==> src/rtl/midi_pkg.sv <==
// midi_pkg: constants, parse-state and emitter-state types, and helper
// functions shared by the MIDI input parser and its byte FIFO.
// No ports. This package does not depend on any build macro.
package midi_pkg;

  localparam logic [3:0] ST_NOTE_OFF = 4'h8;
  localparam logic [3:0] ST_NOTE_ON  = 4'h9;
  localparam logic [3:0] ST_POLY_AT  = 4'hA;
  localparam logic [3:0] ST_CTRL     = 4'hB;
  localparam logic [3:0] ST_PROG     = 4'hC;
  localparam logic [3:0] ST_CHAN_AT  = 4'hD;
  localparam logic [3:0] ST_PITCH    = 4'hE;
  localparam logic [3:0] ST_SYS      = 4'hF;

  localparam logic [7:0] SYSEX_START = 8'hF0;
  localparam logic [7:0] SYSEX_END   = 8'hF7;

  typedef enum logic [1:0] {P_IDLE, P_D1, P_D2, P_SYSEX} parse_t;
  typedef enum logic [1:0] {E_IDLE, E_UPD, E_HIGH, E_LOW} emit_t;

  // Number of data bytes that follow a status byte. The result is only
  // meaningful for status bytes (bit 7 set).
  function automatic logic [1:0] data_len(input logic [7:0] status);
    logic [1:0] len;
    case (status[7:4])
      ST_PROG, ST_CHAN_AT: len = 2'd1;
      ST_SYS: begin
        case (status[3:0])
          4'h1, 4'h3: len = 2'd1;
          4'h2:       len = 2'd2;
          default:    len = 2'd0;
        endcase
      end
      default: len = 2'd2;
    endcase
    return len;
  endfunction

  function automatic logic is_realtime(input logic [7:0] b);
    return (b[7:3] == 5'b11111);
  endfunction

endpackage

==> src/rtl/midi_byte_fifo.sv <==
// midi_byte_fifo: synchronous FIFO holding received bytes with their
// framing-error flag until the parser can take them.
// Ports:
//   CLOCK_25  in   clock
//   iRST_N    in   async active-low reset
//   wr_en     in   write request
//   wr_data   in   {err, byte}
//   rd_en     in   pop request (ignored when empty)
//   rd_data   out  head entry, valid while !empty
//   full      out  all DEPTH entries used
//   empty     out  no entries
//   ovf       out  one-cycle pulse: write discarded because full
module midi_byte_fifo #(
  parameter int DEPTH = 4,
  parameter int WIDTH = 9
) (
  input  logic             CLOCK_25,
  input  logic             iRST_N,
  input  logic             wr_en,
  input  logic [WIDTH-1:0] wr_data,
  input  logic             rd_en,
  output logic [WIDTH-1:0] rd_data,
  output logic             full,
  output logic             empty,
  output logic             ovf
);

  localparam int AW = $clog2(DEPTH);
  localparam logic [AW:0] FULL_CNT = (AW+1)'(DEPTH);

  logic [WIDTH-1:0] mem [DEPTH];
  logic [AW-1:0]    wr_ptr;
  logic [AW-1:0]    rd_ptr;
  logic [AW:0]      count;
  logic             do_wr;
  logic             do_rd;

  assign empty = (count == '0);
  assign full  = (count == FULL_CNT);
  assign do_rd = rd_en && !empty;
  // A pop in the same cycle frees the slot, so a write into a full FIFO
  // is still accepted then.
  assign do_wr = wr_en && (!full || do_rd);
  assign ovf   = wr_en && full && !do_rd;
  assign rd_data = mem[rd_ptr];

  always_ff @(posedge CLOCK_25) begin
    if (do_wr) mem[wr_ptr] <= wr_data;
  end

  always_ff @(posedge CLOCK_25 or negedge iRST_N) begin
    if (!iRST_N) begin
      wr_ptr <= '0;
      rd_ptr <= '0;
      count  <= '0;
    end else begin
      if (do_wr) wr_ptr <= wr_ptr + AW'(1);
      if (do_rd) rd_ptr <= rd_ptr + AW'(1);
      case ({do_wr, do_rd})
        2'b10:   count <= count + (AW+1)'(1);
        2'b01:   count <= count - (AW+1)'(1);
        default: count <= count;
      endcase
    end
  end

endmodule

==> src/rtl/midi_in_parser.sv <==
// midi_in_parser: byte-level MIDI stream parser between the UART receiver
// and midi_decoder. Tracks running status, numbers data bytes within a
// message, filters realtime bytes and presents each kept byte as
// {cur_status, midi_bytes, databyte} qualified by a byteready pulse.
// midi_decoder samples on the falling edge of byteready.
// Build macro: MIDI_RT_OUT_EN adds the rt_valid/rt_byte realtime outputs.
// Ports:
//   CLOCK_25    in   system clock
//   iRST_N      in   async active-low reset
//   rx_valid    in   one-cycle strobe, rx_data/rx_err valid
//   rx_data     in   received byte
//   rx_err      in   framing error on this byte
//   byteready   out  high BR_HIGH cycles per emitted byte
//   cur_status  out  status byte in force (0x00 = none)
//   midi_bytes  out  data byte index in message, 0 = status byte
//   databyte    out  emitted byte value
//   drop_cnt    out  saturating count of orphan data bytes dropped
//   fifo_ovf    out  sticky FIFO overflow flag
//   rt_valid    out  (MIDI_RT_OUT_EN) strobe when a realtime byte is popped
//   rt_byte     out  (MIDI_RT_OUT_EN) last realtime byte
//
// Emitter states:
//   E_IDLE | pop and classify the FIFO head when available
//   E_UPD  | load output fields from the classified byte
//   E_HIGH | byteready high, BR_HIGH cycles
//   E_LOW  | byteready low, BR_LOW cycles, fields held
// Parse states:
//   P_IDLE  | no status in force, data bytes are orphans
//   P_D1    | expecting first data byte
//   P_D2    | expecting second data byte
//   P_SYSEX | inside a system exclusive message
module midi_in_parser import midi_pkg::*; #(
  parameter int FIFO_DEPTH = 4,
  parameter int BR_HIGH    = 4,
  parameter int BR_LOW     = 4
) (
  input  logic       CLOCK_25,
  input  logic       iRST_N,
  input  logic       rx_valid,
  input  logic [7:0] rx_data,
  input  logic       rx_err,
  output logic       byteready,
  output logic [7:0] cur_status,
  output logic [7:0] midi_bytes,
  output logic [7:0] databyte,
  output logic [7:0] drop_cnt,
  output logic       fifo_ovf
`ifdef MIDI_RT_OUT_EN
  ,
  output logic       rt_valid,
  output logic [7:0] rt_byte
`endif
);

  logic [8:0]  head;
  logic [7:0]  b;
  logic        f_full;
  logic        f_empty;
  logic        f_ovf;
  logic        pop;

  emit_t       e_state, e_next;
  parse_t      parse_q, parse_d;
  logic [7:0]  run_st_q, run_st_d;
  logic [7:0]  sx_cnt_q, sx_cnt_d;
  logic [15:0] tmr_q;
  logic        tmr_tc;

  logic        c_emit, c_clr, c_drop, c_err;
  logic [7:0]  c_st, c_idx;

  logic [7:0]  pend_st, pend_idx, pend_byte;
  logic        pend_clr;

  midi_byte_fifo #(.DEPTH(FIFO_DEPTH), .WIDTH(9)) u_fifo (
    .CLOCK_25 (CLOCK_25),
    .iRST_N   (iRST_N),
    .wr_en    (rx_valid),
    .wr_data  ({rx_err, rx_data}),
    .rd_en    (pop),
    .rd_data  (head),
    .full     (f_full),
    .empty    (f_empty),
    .ovf      (f_ovf)
  );

  assign b         = head[7:0];
  assign tmr_tc    = (tmr_q == 16'd0);
  assign byteready = (e_state == E_HIGH);

  // Classification of the FIFO head; only committed on a pop.
  always_comb begin
    parse_d  = parse_q;
    run_st_d = run_st_q;
    sx_cnt_d = sx_cnt_q;
    c_emit   = 1'b0;
    c_clr    = 1'b0;
    c_drop   = 1'b0;
    c_err    = 1'b0;
    c_st     = run_st_q;
    c_idx    = 8'd0;
    if (head[8]) begin
      c_err    = 1'b1;
      run_st_d = 8'h00;
      parse_d  = P_IDLE;
    end else if (is_realtime(b)) begin
      // realtime bytes are transparent to parsing
    end else if (b[7]) begin
      c_emit   = 1'b1;
      c_st     = b;
      run_st_d = b;
      if (b == SYSEX_START) begin
        parse_d  = P_SYSEX;
        sx_cnt_d = 8'd0;
      end else if (b == SYSEX_END || (b[7:4] == ST_SYS && data_len(b) == 2'd0)) begin
        // emitted with its own status, cleared once the pulse is over
        c_clr    = 1'b1;
        run_st_d = 8'h00;
        parse_d  = P_IDLE;
      end else begin
        parse_d = P_D1;
      end
    end else begin
      case (parse_q)
        P_D1: begin
          c_emit = 1'b1;
          c_idx  = 8'd1;
          if (data_len(run_st_q) == 2'd2) begin
            parse_d = P_D2;
          end else if (run_st_q[7:4] != ST_SYS) begin
            parse_d = P_D1;
          end else begin
            c_clr    = 1'b1;
            run_st_d = 8'h00;
            parse_d  = P_IDLE;
          end
        end
        P_D2: begin
          c_emit = 1'b1;
          c_idx  = 8'd2;
          if (run_st_q[7:4] != ST_SYS) begin
            parse_d = P_D1;
          end else begin
            c_clr    = 1'b1;
            run_st_d = 8'h00;
            parse_d  = P_IDLE;
          end
        end
        P_SYSEX: begin
          c_emit = 1'b1;
          if (sx_cnt_q != 8'hFF) sx_cnt_d = sx_cnt_q + 8'd1;
          c_idx = sx_cnt_d;
        end
        default: c_drop = 1'b1;
      endcase
    end
  end

  always_ff @(posedge CLOCK_25 or negedge iRST_N) begin
    if (!iRST_N) e_state <= E_IDLE;
    else         e_state <= e_next;
  end

  always_comb begin
    e_next = e_state;
    pop    = 1'b0;
    unique case (e_state)
      E_IDLE: begin
        if (!f_empty) begin
          pop = 1'b1;
          if (c_emit) e_next = E_UPD;
        end
      end
      E_UPD:   e_next = E_HIGH;
      E_HIGH:  if (tmr_tc) e_next = E_LOW;
      E_LOW:   if (tmr_tc) e_next = E_IDLE;
      default: e_next = E_IDLE;
    endcase
  end

  always_ff @(posedge CLOCK_25 or negedge iRST_N) begin
    if (!iRST_N) begin
      tmr_q <= 16'd0;
    end else if (e_state == E_UPD) begin
      tmr_q <= 16'(BR_HIGH - 1);
    end else if (e_state == E_HIGH && tmr_tc) begin
      tmr_q <= 16'(BR_LOW - 1);
    end else if (!tmr_tc) begin
      tmr_q <= tmr_q - 16'd1;
    end
  end

  always_ff @(posedge CLOCK_25 or negedge iRST_N) begin
    if (!iRST_N) begin
      parse_q    <= P_IDLE;
      run_st_q   <= 8'h00;
      sx_cnt_q   <= 8'h00;
      pend_st    <= 8'h00;
      pend_idx   <= 8'h00;
      pend_byte  <= 8'h00;
      pend_clr   <= 1'b0;
      cur_status <= 8'h00;
      midi_bytes <= 8'h00;
      databyte   <= 8'h00;
      drop_cnt   <= 8'h00;
      fifo_ovf   <= 1'b0;
    end else begin
      if (f_ovf) fifo_ovf <= 1'b1;
      if (pop) begin
        parse_q  <= parse_d;
        run_st_q <= run_st_d;
        sx_cnt_q <= sx_cnt_d;
        if (c_emit) begin
          pend_st   <= c_st;
          pend_idx  <= c_idx;
          pend_byte <= b;
          pend_clr  <= c_clr;
        end
        // emitter is idle here, so clearing the visible status is safe
        if (c_err) cur_status <= 8'h00;
        if (c_drop && drop_cnt != 8'hFF) drop_cnt <= drop_cnt + 8'd1;
      end
      if (e_state == E_UPD) begin
        cur_status <= pend_st;
        midi_bytes <= pend_idx;
        databyte   <= pend_byte;
      end
      // message-ending bytes keep their status visible through the falling
      // edge of byteready, then drop it
      if (e_state == E_LOW && tmr_tc && pend_clr) cur_status <= 8'h00;
    end
  end

`ifdef MIDI_RT_OUT_EN
  logic [7:0] rt_byte_q;

  assign rt_valid = pop && !head[8] && is_realtime(b);
  assign rt_byte  = rt_valid ? b : rt_byte_q;

  always_ff @(posedge CLOCK_25 or negedge iRST_N) begin
    if (!iRST_N)       rt_byte_q <= 8'h00;
    else if (rt_valid) rt_byte_q <= b;
  end
`endif

endmodule

==> config.mk <==
export PLATFORM = sky130hd
export DESIGN_NAME = midi_in_parser
export DESIGN_NICKNAME = d
export VERILOG_FILES = /design/src/rtl/midi_pkg.sv /design/src/rtl/midi_byte_fifo.sv /design/src/rtl/midi_in_parser.sv
export SDC_FILE = /design/constraint.sdc
export NUM_CORES = 1
export LEC_CHECK = 0
export BUFFER_PORTS_ARGS = -buffer_cell sky130_fd_sc_hd__buf_2
export CAP_MARGIN = 10
export CORE_MARGIN = 2
export CORE_UTILIZATION = 29
export DETAILED_ROUTE_END_ITERATION = 12
export GPL_TIMING_DRIVEN = 0
export SLEW_MARGIN = 20
export SYNTH_ARGS = -nofsm -noshare
export SYNTH_HDL_FRONTEND = slang
export SYNTH_HIERARCHICAL = 1
export SYNTH_SLANG_ARGS = --single-unit
==> constraint.sdc <==
create_clock -name CLOCK_25 -period 3.78 [get_ports CLOCK_25]
set_input_delay 0.378 -clock CLOCK_25 [delete_from_list [all_inputs] [get_ports CLOCK_25]]
set_output_delay 0.378 -clock CLOCK_25 [all_outputs]
set_load 0.02 [all_outputs]
==> flow_summary.yaml, run 1 <==
clock_network:
  cts.clk_slew.worst_paths_ps: 60
  cts_buffer_depth: 2
  postCtsSetupRepairBufs: 0
  ctsResizeCount: 0
  cts_tree: "yes"
  clock_latency_ps: 420
  clock-sinks: 137
  cts.htree.levels: 4
  cts_buffers: 17
  clock-root-buffer: "clkbuf_16"
  cts_hold_buffers: 1
routing:
  ant_nets: 0
  vias: 4308
  routed_via_density: 4.77
  drt-total-wl_mm: 13.4
  wire_per_inst_um: 14.9
  first_pass_iters: 4
  drc_errors: 0
  first_iter_violations: 284
sta:
  finalHoldViolCount: 0
  hold-worst-slack_ps: 165
  fin_skew_ps: 10.8
  slew_violations: 0
  setup_viol: 0
  worstMarginPinSlew_ps: 781
  timing.fmax_mhz: 317
  tns_ps: 0
  post-route-min-period_ps: 3160
  rsz0062_at_grt: "no"
  slew-limit-headroom: 0.480
  min_period_over_period: 0.835
  worst_slack_ps: 625
die:
  fp.coreArea_um2: 21700
  fp.dieW_um: 152
  dieArea_um2: 23200
  fp-row-count: 54
  die_h_um: 152
  ioPinCount: 46
  start_util: 0.294
power_and_ir_drop:
  switchingPower_uw: 2430
  peakVddDrop_mv: 0.365
  power.density_nw_per_um2: 835
  switching_share: 0.383
  clkPwrFrac: 0.262
  p_seq_frac: 0.360
  p_int_uw: 3910
  power_leakage_uw: 0.00324
  pwr-share-comb: 0.378
setup_path:
  critical_path.max_fanout: 10
  reg2reg_from: "e_state[0]"
  cpMaxStageDelayCell: "nor2b_1"
  startpoint_type: "flip-flop"
  critPathRequiredTime_ps: 4090
  path_buf_inv: 2
  r2r_setup_slack_ps: 620
  crit_family: "simple AND/OR/NAND/NOR gates"
  path_cells: "inv_1 -> ha_1 -> nor2b_1 -> buf_6 -> nand2b_1 -> or2_2 -> fa_1 -> or3b_2 -> a31oi_1 -> o21ai_0"
  critPathCaptureType: "flip-flop"
  reg2reg_depth: 10
  crit_arrival_ps: 3460
  criticalPathCategory: "reg -> reg"
  r2r-end: "u_fifo/count[2]"
  cp_slowest_stage_delay_ps: 550
cells_and_area:
  register_area_um2: 3610
  areaGrowthSynthToFinish_pct: 19.0
  nets: 639
  fin_area_um2: 7580
  multi_input_area_um2: 2600
  drive_gt1_frac: 0.213
  diodes: 0
  fillers: 2150
grt:
  antenna_found_initial: 0
  groute.usage.overall: 0.125
  grt_pass1_vias: 4424
  grt_pass1_wl_mm: 23.3
  grt_max_degree: 55
  overflow: 0
run_status:
  outcome: "completed"
placed_design:
  dp_slack_ps: 614
  place_area_um2: 6980
  dp_hpwl_mm: 9.46
  globalplace.congestion: 0.815
  io_buffers: 45
job:
  cap_violations: 0
synth:
  avgSynthCellArea_um2: 11.7
  syn_inst: 544
  netlist_area_um2: 6370
  syn_nets: 573
  ys_warn_count: 6
min_path:
  worstHoldPathCells: 1
  hp-start: "rx_data[2]"
  hold-path-endpoint: "u_fifo/mem[2][2]"
  hold_path.class: "in -> reg"
[routing by layer]
metal / track usage / share of wire / wire length, um / vias to the layer above
li1: - / - / - / 2123
met1: 0.167 / 0.48 / 6450 / 2101
met2: 0.195 / 0.47 / 6330 / 66
met3: 0.0384 / 0.035 / 472 / 18
met4: 0.0405 / 0.015 / 197 / 0
met5: 0 / 0 / 0 / -
[sequential cells by signal (all words and copies together) (netlist names), 3 cells and up]
name          cells
drop_cnt          8
midi_bytes        8
databyte          8
pend_st           8
tmr_q            16
cur_status        8
run_st_q          8
u_fifo/count      3
pend_byte         8
pend_idx          8
sx_cnt_q          8
u_fifo/mem       36
[worst register-to-register path: stages, from the launching register on]
cell and delay (ps):
dfrtp_1 410, inv_1 110, ha_1 180, nor2b_1 550, buf_6 230, nand2b_1 90
or2_2 290, fa_1 400, or3b_2 500, a31oi_1 170, o21ai_0 90
[how the worst max path moves through the flow]
stage,endpoint,from,depth (start not counted),slack (ps)
2_1_floorplan,u_fifo/count[2],e_state[0],10,1070
3_3_place_gp,u_fifo/count[2],e_state[0],10,610
3_5_place_dp,u_fifo/count[2],e_state[0],10,610
4_1_cts,u_fifo/count[2],e_state[0],10,610
5_1_grt,pend_byte[5],u_fifo/rd_ptr[0],8,350
6_report,u_fifo/count[2],e_state[0],10,620
[cell type report]
| type | count | share of cell area |
|---|---|---|
| plain buffers | 21 | 0.0125 |
| clock buffers | 18 | 0.0566 |
| clock inverters | 14 | 0.0213 |
| inverters | 19 | 0.00940 |
| multi-input cells | 367 | 0.343 |
| flip-flops and latches | 137 | 0.476 |
| well taps | 280 | 0.0462 |
| repair buffers | 47 | 0.0355 |
[stage by stage]
step           total power [uW]   util  cells
2_1_floorplan              4030      -    544
3_3_place_gp               4680  0.320    869
3_5_place_dp               4730  0.322    870
4_1_cts                    6410  0.350    903
5_1_grt                    6840  0.350    903
6_report                   6340  0.350    903
[layout by cell type (no fill, tap or decap), types with 4 or more instances in the layout]
| cell | instances |
|---|---|
| xor2_1 | 5 |
| or2_2 | 4 |
| xnor2_1 | 11 |
| mux4_2 | 9 |
| nand3_1 | 12 |
| nor2b_1 | 4 |
| mux2_2 | 20 |
| and2_2 | 4 |
| a31oi_1 | 4 |
| clkbuf_1 | 16 |
| nor2_1 | 40 |
| a21oi_1 | 17 |
| nand2b_1 | 5 |
| o21ai_0 | 22 |
| edfxtp_1 | 36 |
| a22o_1 | 6 |
| ha_1 | 16 |
| dfrtp_1 | 101 |
| clkbuf_16 | 17 |
| inv_6 | 5 |
| buf_2 | 48 |
| nand2_1 | 62 |
| a22oi_1 | 10 |
| o21a_1 | 6 |
| o21ai_1 | 5 |
| nand3b_1 | 5 |
| mux2i_1 | 9 |
| o22ai_1 | 5 |
| o31ai_1 | 10 |
| and3_1 | 4 |
| nor3_1 | 13 |
| inv_1 | 19 |
| nand4_1 | 7 |
[power groups by stage]
| stage | Clock (uW) | Sequential [uW] | Combinational [uW] |
|---|---|---|---|
| 6_report | 1660 | 2280 | 2400 |
| 4_1_cts | 1700 | 2280 | 2430 |
| 5_1_grt | 1780 | 2360 | 2710 |
| 2_1_floorplan | 0 | 2330 | 1690 |
| 3_3_place_gp | 0 | 2300 | 2380 |
| 3_5_place_dp | 0 | 2310 | 2420 |
Power figures use the tool's default switching activity.
==> run 2: changes to the inputs <==
Clock period 3.78 ns to 2.6 ns, I/O delays scaled along.
==> flow_summary.yaml, run 2 (synthesis results as in run 1) <==
run_status:
  outcome: "completed"
sta:
  slew-limit-headroom: 0.553
  post-route-min-period_ps: 2530
  fin_skew_ps: 10.5
  finalHoldViolCount: 0
  setup_viol: 0
  worstMarginPinSlew_ps: 671
  timing.fmax_mhz: 395
  worst_slack_ps: 68.8
  min_period_over_period: 0.974
  rsz0062_at_grt: "yes"
  slew_violations: 0
die:
  start_util: 0.294
  die_h_um: 152
  fp-row-count: 54
  fp.dieW_um: 152
  dieArea_um2: 23200
  ioPinCount: 46
  fp.coreArea_um2: 21700
cells_and_area:
  drive_gt1_frac: 0.261
  largest_reg_flops: 36
  final_cell_mix: "dfrtp_1, nand2_1, buf_2"
  mostFrequentLayoutCell: "dfrtp_1"
  fillers: 2137
  fin_cells: 913
  diodes: 0
  areaGrowthSynthToFinish_pct: 23.7
  top_regs: "u_fifo/mem (36), tmr_q (16)"
  top_register: "u_fifo/mem"
  nets: 649
grt:
  met1_usage: 0.167
  grt_busiest_layer: "met2"
  grt_pass1_wl_mm: 23.4
  antenna_found_initial: 0
  groute.usage.overall: 0.125
  grt_pass1_vias: 4518
  overflow: 0
  met3_usage: 0.0367
  grt_max_degree: 54
  use_met2: 0.201
routing:
  wire_per_inst_um: 15.6
  ant_nets: 0
  first_pass_iters: 5
  first_iter_violations: 237
  vias: 4472
  drc_errors: 0
  routed_via_density: 4.90
  drt-total-wl_mm: 14.2
power_and_ir_drop:
  power_leakage_uw: 0.00337
  peakVddDrop_mv: 0.645
  power.density_nw_per_um2: 1260
  power_uw: 9970
min_path:
  hold_path.class: "in -> reg"
  hp-start: "rx_data[5]"
clock_network:
  cts.clk_slew.worst_paths_ps: 60
  cts_tree: "yes"
  cts_buffer_depth: 2
  clock-sinks: 137
  cts_buffers: 17
  cts.htree.levels: 4
  clock-root-buffer: "clkbuf_16"
  clock_latency_ps: 420
setup_path:
  criticalPathCategory: "reg -> reg"
  crit_arrival_ps: 2820
  crit_start: "e_state[0]"
  startpoint_type: "flip-flop"
  critPathCaptureType: "flip-flop"
  reg2reg_from: "e_state[0]"
  critPathRequiredTime_ps: 2890
  critical_path.max_fanout: 3
placed_design:
  globalplace.congestion: 0.828
  dpl.cell_count: 870
  dp_hpwl_mm: 9.44
  io_buffers: 45
  dp_slack_ps: -571
job:
  cap_violations: 0
run 2: per-stage QoR:
| step | TNS [ps] | hold WS [ps] | util | area (um2) |
|---|---|---|---|---|
| 2_1_floorplan | 0 | -35.6 | - | 6380 |
| 3_3_place_gp | -16680 | 448 | 0.321 | 6960 |
| 3_5_place_dp | -17050 | 260 | 0.322 | 6990 |
| 4_1_cts | 0 | 41.8 | 0.359 | 7790 |
| 5_1_grt | -87.0 | 42.6 | 0.364 | 7890 |
| 6_report | 0 | 51.2 | 0.364 | 7890 |
run 2: cell type report:
type	instances	area (um2)	area share
Buffer	19	113	0.0143
Clock buffer	18	429	0.0544
Clock inverter	14	245	0.0311
Inverter	19	71.3	0.00904
Multi-Input combinational cell	368	2710	0.344
Sequential cell	137	3610	0.458
Tap cell	280	350	0.0444
Timing Repair Buffer	58	352	0.0446
run 2: critical path: stages, from the launching register on:
cell,delay (ps)
dfrtp_1,390
inv_2,80
ha_2,190
nor2b_4,160
buf_6,110
nand2b_1,80
or2_2,300
fa_2,350
or3b_2,480
a31oi_1,160
o21ai_0,100
run 2: per-layer routing:
layer  vias up  share of wire
met1      2209           0.47
li1       2152              -
met2        90           0.47
met3        21          0.043
met4         0          0.014
met5         -              0
run 2: path summary, 6_finish.rpt:
kind | endpoint | slack, ps | cells after the start
min in group asynchronous | tmr_q[8] | 360 | 2
min | u_fifo/mem[2][5] | 50 | 1
max reg2reg | u_fifo/count[2] | 70 | 10
min reg2reg | fifo_ovf | 460 | 1
max | u_fifo/count[2] | 70 | 10
max in group asynchronous | u_fifo/rd_ptr[1] | 1590 | 3
run 2: power breakdown:
| part | total [uW] | switching (uW) | internal, uW |
|---|---|---|---|
| clock | 2750 | 943 | 1810 |
| sequential | 3390 | 526 | 2860 |
| combinational | 3840 | 2220 | 1620 |
| total | 9970 | 3690 | 6290 |
run 2: repair_timing:
action,in CTS,in global routing
pin swaps,1,1
hold buffers,1,0
buffers inserted,6,5
hold endpoints to repair,52,0
gates cloned,0,1
endpoints found under the setup margin,51,30
resized for setup,22,13
